### config.mk
export PLATFORM = sky130hd
export DESIGN_NAME = normalize_pack_float64_front
export DESIGN_NICKNAME = d
export VERILOG_FILES = /design/src/rtl/normalize_pack_float64_front.sv
export SDC_FILE = /design/constraint.sdc
export NUM_CORES = 1
export LEC_CHECK = 0
export CAP_MARGIN = 40
export CORE_MARGIN = 5
export CORE_UTILIZATION = 38
export CTS_CLUSTER_DIAMETER = 80
export CTS_CLUSTER_SIZE = 30
export DETAILED_ROUTE_END_ITERATION = 10
export GPL_TIMING_DRIVEN = 0
export HOLD_SLACK_MARGIN = 0.12
export PLACE_DENSITY = 0.74
export SLEW_MARGIN = 30
export SYNTH_ARGS = -nofsm -noshare
export SYNTH_HDL_FRONTEND = slang
export SYNTH_SLANG_ARGS = --single-unit
### constraint.sdc
create_clock -name ap_clk -period 5.45 [get_ports ap_clk]
set_input_delay 1.09 -clock ap_clk [delete_from_list [all_inputs] [get_ports ap_clk]]
set_output_delay 1.09 -clock ap_clk [all_outputs]
set_load 0.005 [all_outputs]
### src/rtl/normalize_pack_float64_front.sv
// Float64 normalization front end: left-justifies zSig so bit 62 holds the
// leading one, compensating zExp, using a coarse 8-bit then fine 1-bit scan.
module normalize_pack_float64_front (
    input  logic        ap_clk,
    input  logic        ap_rst,
    input  logic        ap_start,
    output logic        ap_done,
    output logic        ap_idle,
    output logic        ap_ready,
    input  logic        zSign,
    input  logic [11:0] zExp,
    input  logic [63:0] zSig,
    output logic        zSign_o,
    output logic [11:0] zExp_o,
    output logic [63:0] zSig_o
);

    typedef enum logic [3:0] {
        IDLE   = 4'b0001,
        COARSE = 4'b0010,
        FINE   = 4'b0100,
        OUT    = 4'b1000
    } state_t;

    state_t             state;
    state_t             state_n;
    logic        [63:0] sig_r;
    logic        [63:0] sig_n;
    logic        [11:0] exp_r;
    logic        [11:0] exp_n;
    logic               sign_r;
    logic               sign_n;
    logic signed [6:0]  sc;
    logic signed [6:0]  sc_n;
    logic               load;
    logic        [11:0] exp_adj;

    always_comb begin
        state_n = state;
        sig_n   = sig_r;
        exp_n   = exp_r;
        sign_n  = sign_r;
        sc_n    = sc;
        load    = 1'b0;
        case (state)
            IDLE: begin
                if (ap_start) begin
                    sig_n   = zSig;
                    exp_n   = zExp;
                    sign_n  = zSign;
                    sc_n    = 7'sd0;
                    state_n = COARSE;
                end
            end
            COARSE: begin
                if (sig_r[63]) begin
                    // Right shift by one, jamming the lost bit into bit 0
                    sig_n   = {1'b0, sig_r[63:1]} | {63'd0, sig_r[0]};
                    sc_n    = -7'sd1;
                    state_n = OUT;
                    load    = 1'b1;
                end else if (sig_r[62:55] == 8'd0 && sc <= 7'sd55) begin
                    sig_n = {sig_r[55:0], 8'd0};
                    sc_n  = sc + 7'sd8;
                end else begin
                    state_n = FINE;
                end
            end
            FINE: begin
                if (!sig_r[62] && sc < 7'sd63) begin
                    sig_n = {sig_r[62:0], 1'b0};
                    sc_n  = sc + 7'sd1;
                end else begin
                    state_n = OUT;
                    load    = 1'b1;
                end
            end
            OUT: begin
                state_n = IDLE;
            end
            default: begin
                state_n = IDLE;
            end
        endcase
    end

    assign exp_adj = exp_n - {{5{sc_n[6]}}, sc_n};

    // Result registers load on the edge entering OUT so they are valid with ap_done
    always_ff @(posedge ap_clk) begin
        if (ap_rst) begin
            state   <= IDLE;
            sig_r   <= 64'd0;
            exp_r   <= 12'd0;
            sign_r  <= 1'b0;
            sc      <= 7'sd0;
            zSig_o  <= 64'd0;
            zExp_o  <= 12'd0;
            zSign_o <= 1'b0;
        end else begin
            state  <= state_n;
            sig_r  <= sig_n;
            exp_r  <= exp_n;
            sign_r <= sign_n;
            sc     <= sc_n;
            if (load) begin
                zSig_o  <= sig_n;
                zExp_o  <= exp_adj;
                zSign_o <= sign_n;
            end
        end
    end

    assign ap_idle  = (state == IDLE) & ~ap_start;
    assign ap_ready = (state == OUT);
    assign ap_done  = (state == OUT) | ((state == IDLE) & ~ap_start);

endmodule

## Word-level counts from Yosys, hierarchy flattened

Index checks and enable logic that the tools add are counted.

- Bits in registers: 165
- Output and inout port bits: 80
- Word-level logic and storage cells: 51

- Add/sub/neg operators: 3
- Order comparisons: 2
- Equality and inequality tests: 7
- Multiplexer cells: 22
- Bitwise operators: 4
- Reductions and logical operators: 5

Operators by type and width:

| kind | number |
|---|---|
| 64-bit two-way mux | 4 |
| 64-bit case mux with 3 select lines | 1 |
| 63-bit by 1-bit bitwise OR with 63-bit output | 1 |
| 7-bit two-way mux | 4 |
| 12-bit two-way mux | 2 |
| 7-bit case mux with 3 select lines | 1 |
| 4-bit two-way mux | 4 |
| 4-bit case mux with 3 select lines | 1 |
| 12-bit subtractor | 1 |
| 8-bit zero test | 1 |
| 7-bit by 2-bit adder with 7-bit output (second input constant) | 1 |
| 7-bit by 5-bit adder with 7-bit output (second input constant) | 1 |
| 7-bit <= comparator (second input constant) | 1 |
| 7-bit less-than comparator (second input constant) | 1 |
| 4-bit by 1-bit equality test with 1-bit output (second input constant) | 1 |
| 4-bit by 2-bit equality test with 1-bit output (second input constant) | 1 |
| 4-bit by 3-bit equality test with 1-bit output (second input constant) | 1 |
| 4-bit equality test (second input constant) | 1 |
| 1-bit two-way mux | 4 |
| 2-bit inequality test (second input constant) | 2 |
| 3-bit inequality test (second input constant) | 1 |
| 3-bit AND reduction | 1 |
| 1-bit logical AND | 2 |
| 1-bit case mux with 2 select lines | 1 |
| 4 further kinds | 4 |

## Logic depth before layout (Yosys ltp)

- Word-level depth: 6
- Gate-level depth with buffers: 18
- Gate-level depth less buffers: 17

## Worst setup path before layout

OpenSTA, ideal clock, no wires.

- Kind: in2reg
- From: input ap_start
- To: register zExp_o[7]
- Library setup time: 0.103 ns
- Arrival: 4.509 ns
- Data required time: 5.347 ns
- Slack: 0.837 ns
- Stages on the path: 15
- Buffers on the path: 3
- Cell sequence: or3b_1 nor2_1 buf_2 buf_1 buf_2 nand2_1 nand2_1 ha_1 nor2b_1 o21ai_0 a21boi_0 o41a_1 or3b_1 o2111a_1 a2111oi_2

- Word-level cells in the longest chain between the ends: 3

Ends and longest elaborated chain:

| element | line | text |
|---|---|---|
| start: declaration | 6 | `input logic ap_start,` |
| 12-bit two-way mux | 47 | `if (ap_start) begin` |
| 12-bit two-way mux | 45 | `case (state)` |
| named net exp_n[1] | 30 | `logic [11:0] exp_n;` |
| 12-bit subtractor | 87 | `assign exp_adj = exp_n - {{5{sc_n[6]}}, sc_n};` |
| end signal: assignment | 108 | `zExp_o <= exp_adj;` |
| end: declaration | 14 | `output logic [11:0] zExp_o,` |

The timed path passes the listed nets, and every way through them passes these cells.
A chain may end at the register's enable or synchronous reset.

## Final worst setup path

- From: input ap_start
- To: register zExp_o[7]

- Word-level cells in the longest chain between the ends: 3

Ends and longest elaborated chain:

| element | line |
|---|---|
| 7-bit two-way mux or 12-bit two-way mux (tied branches) | 47 |
| 7-bit case mux with 3 select lines or 12-bit two-way mux (tied branches) | 45 |
| 12-bit subtractor * | 87 |

Mark *: on every way between the ends. The rest lies on a longest branch, timed or not.

==> results <==
- The initial antenna violation count was 0.
- On the final layout, the worst clock skew is 0.0203 ns.
- The fraction of synthesized cell area in xor and xnor cells is 0.931%.
- Synthesis handed over a netlist of 859 instances.
- The post-cts gate resize count is 0.
- Pin placement for this block handled 160 I/O pins.
- The detail-routed via count per cell is 5.81.
- Max-cap violations in this run came to 0.
- The cell taking the most area after synthesis is sky130_fd_sc_hd__dfxtp_1.
- Row generation in the floorplan step produced 51 rows.
- The estimated wirelength of the detail-placed design is 19,300 microns.
- The combined area of all synthesized cells is 7530 sq um.
- Dividing the final minimum period by the clock period gives 96.1%.
- The first global-routing pass estimated 39,400 microns of wire.
- The detailed router placed 7,633 vias in this run.
- The transition at the pin with the smallest max-transition slack is 0.797 ns.
- The number of iterations in the first detailed-routing pass is 9.
- In this run the worst hold path is classified as flop to flop.
- The portion of netlist area occupied by mux cells is 1.63%.
- By startpoint and endpoint, the worst setup path is classified as input port to flop.
- The count of nets left with antenna violations once routing finished came out at 0.
- The area growth from synthesis to layout is 33.1%.
- The worst pin sits at a relative slew slack of 46.9%.
- For this run, the top clock speed supported by timing is 191 MHz.
- The maximum buffer depth of the clock tree is 2.
- The largest net degree at the start of global routing is 20.
- Setup repair after global routing left no endpoint under its margin.
- The clock insertion delay at the later pin of the skew report is 0.44 ns.
- For this run, the number of standard cells in the final layout without fillers is 1,313.
- The average cell area after synthesis is 8.76 sq um.
- OpenSTA, run right after detailed placement, puts the worst setup slack at -0.564 ns.
- The final setup slack of the worst path is 0.214 ns.
- Once placement completed, the tool counted placed cells totaling 1,282.
- For this configuration, the core starts out at a cell density of 38.7%.
- The number of buffers added by the clock tree synthesis step is 17.
- The number of synthesized register bits is 165.
- The leakage power is 3.71 nW.
- For this run, the total global-route usage over all layers was measured as 22.3%.
- Power spread over the standard cell area amounts to 290 nW/um^2.
- In this run the vertical extent of the chip is 151 microns.
- The share of flip-flops with an asynchronous set or reset after synthesis is 0%.
- The flow ran to the end, and the final reports show no timing, DRC or antenna violations.
- The die boundary width is 151 microns.
- The count of distinct cell types in the synthesized netlist is 61.
- For this block, the routed nets add up to 26,000 microns of wire.
- After layout, the minimum clock period comes to 5.24 ns.
- The post-route netlist has 5.82% of its cells at a drive strength greater than 1.
- Data on the critical path arrives at its endpoint at 5.57 ns.
- The full die area is 22,700 sq um.
- Summed over its instances, the top area cell type makes up 43.9% of the synthesized netlist area.
- After synthesis, the cell types taking the most area are sky130_fd_sc_hd__dfxtp_1 44%, sky130_fd_sc_hd__nor2_1 8.5%, sky130_fd_sc_hd__a222oi_1 8.0%.
- The clock tree from TritonCTS is built.
- The placeable core region is 19,500 sq um.
- Counting flops with a built-in enable in the synthesized netlist gives 0.
- The arithmetic-cell share of the synthesized area counting full adders, half adders and majority gates is 1.76%.
- STA puts the critical path data required time at 5.78 ns.
- In the final routed layout, each cell accounts on average for 19.8 microns.
- The worst setup path is captured at a flop.
- Counting instances in the post-synthesis netlist gives the leading cell types as 171 x sky130_fd_sc_hd__nor2_1, 165 x sky130_fd_sc_hd__dfxtp_1, 72 x sky130_fd_sc_hd__a211oi_1.
- The overflow left after global routing is 0.
- For this block, the initial DRC count from the detailed router was 1,170.
- The number of hold violations in the final report is 0.
- Buffers inserted to repair hold after CTS numbered 0.
- The fraction of the mapped netlist area in compound gates is 28.6%.
- IR analysis of the VDD net gives a maximum drop of 0.000295 V.
- The share of synthesized cell area in and, or, nand and nor gates is 16.3%.
- For this design, the sink count on the clock tree is 165.
- The cell chosen for the clock root is sky130_fd_sc_hd__clkbuf_16.
- The total count of max-transition violations in the final report was 0.
- Of the synthesized area, sequential elements account for 43.9%.
- Of all nets on the critical path, the largest fanout is 19.
- The routability congestion estimate is 0.949.
- The DRC violation count after routing is 0.
- The most frequently used flop master after synthesis is sky130_fd_sc_hd__dfxtp_1.
- The clock-pin slew on the worst setup and hold paths is 0.06 ns.
- The number of diodes is 0.
- The H-tree was split into 4 levels.
- During synthesis, Yosys emitted a total of 0 warnings.
- The total setup buffers inserted after CTS is 0.
- The element type at the critical path start is an input port.
- By area, the combinational part of the netlist is dominated by compound AO/OA/AOI/OAI gates.
- In the post-synthesis netlist, the cell with the most instances is sky130_fd_sc_hd__nor2_1.
- The via count of the first global-routing pass is 7,263.
- The final number of setup-violating endpoints is 0.
- The number of nets in the layout is 1,126.
- The number of nets in the synthesized netlist is 949.
- The count of input and output buffers is 158.
==> worst max-delay path, cell delays in order <==
cell,delay (ns)
sky130_fd_sc_hd__clkdlybuf4s50_1,0.52
sky130_fd_sc_hd__or3b_1,0.40
sky130_fd_sc_hd__nor2_1,0.37
sky130_fd_sc_hd__clkbuf_4,0.41
sky130_fd_sc_hd__nor2_1,0.13
sky130_fd_sc_hd__or4_1,0.52
sky130_fd_sc_hd__a21oi_1,0.27
sky130_fd_sc_hd__ha_1,0.31
sky130_fd_sc_hd__a21boi_0,0.18
sky130_fd_sc_hd__o41a_1,0.45
sky130_fd_sc_hd__or3b_1,0.43
sky130_fd_sc_hd__o2111a_1,0.16
sky130_fd_sc_hd__a2111oi_2,0.31
==> routing by layer <==
metal	wire [microns]	track usage, %
met1	11200	30.7
met2	11500	33.8
met3	2400	5.09
met4	847	9.20
met5	0	0
==> sequential cells by signal (all words and copies together), names as in the netlist <==
signal / flops
sig_r: 64
sc: 7
state: 4
exp_r: 12
zSign_o: 1
zSig_o: 64
sign_r: 1
zExp_o: 12
==> cells in the final DEF, fill, tap and decap left out, drive strengths merged, types with 4 or more instances in the layout <==
master,n
nand2,35
a21oi,25
nor2,171
or2,4
a21boi,9
nand2b,9
mux2i,10
nand3,5
ha,9
inv,64
clkdlybuf4s50,158
nand4,4
a221o,4
nor4,7
a222oi,60
or3,4
o21ai,10
a221oi,53
nor3,8
nor2b,5
xnor2,8
clkbuf,70
a211oi,73
buf,27
dfxtp,165
==> worst paths after layout <==
check,start,to,slack (ns),cells past startpoint
worst max-delay path,ap_start,zExp_o[7],0.21,13
worst min-delay path,zExp_o[4],zExp_o[4],0.45,2
worst max register to register,state[2],zExp_o[7],0.55,15
worst min register to register,zExp_o[4],zExp_o[4],0.45,2
==> kinds of logic (layout without fill, tap and decap cells) <==
kind of cell / after synthesis / after routing
and+or+nand+nor: 271 / 271
xor gates and xnor gates: 8 / 8
buffers and inverters: 135 / 324
muxes: 12 / 12
DFF: 165 / 165
adders and majority gates: 10 / 10
AOI/OAI and AO/OA: 258 / 258
==> cell type report <==
class | instances | area (sq um)
Inverter | 56 | 210
Timing Repair Buffer | 159 | 1590
Buffer | 78 | 314
Clock buffer | 18 | 429
Multi-Input combinational cell | 559 | 3700
Tap cell | 265 | 332
Clock inverter | 13 | 141
Fill cell | 1800 | 9440
Sequential cell | 165 | 3300
==> power by group <==
group          internal (mW)  total [mW]  switching (mW)  leakage, nW
Combinational          0.186       0.420           0.234         2.09
Sequential              1.25        1.30          0.0500         1.34
Clock                  0.645        1.19           0.545        0.278
Total                   2.08        2.91           0.829         3.71
==> through the flow <==
step	hold WS, ns	cell area [sq um]	TNS [ns]	power [mW]	util, %
2_1_floorplan	0.444	7530	0	1.57	-
3_3_place_gp	0.441	9440	-2.72	1.73	48.5
6_report	0.446	10000	0	2.91	51.5
3_5_place_dp	0.445	9440	-3.13	1.74	48.5
4_1_cts	0.452	10000	0	2.90	51.4
5_1_grt	0.480	10000	0	3.01	51.5
Power figures use the tool's default switching activity.
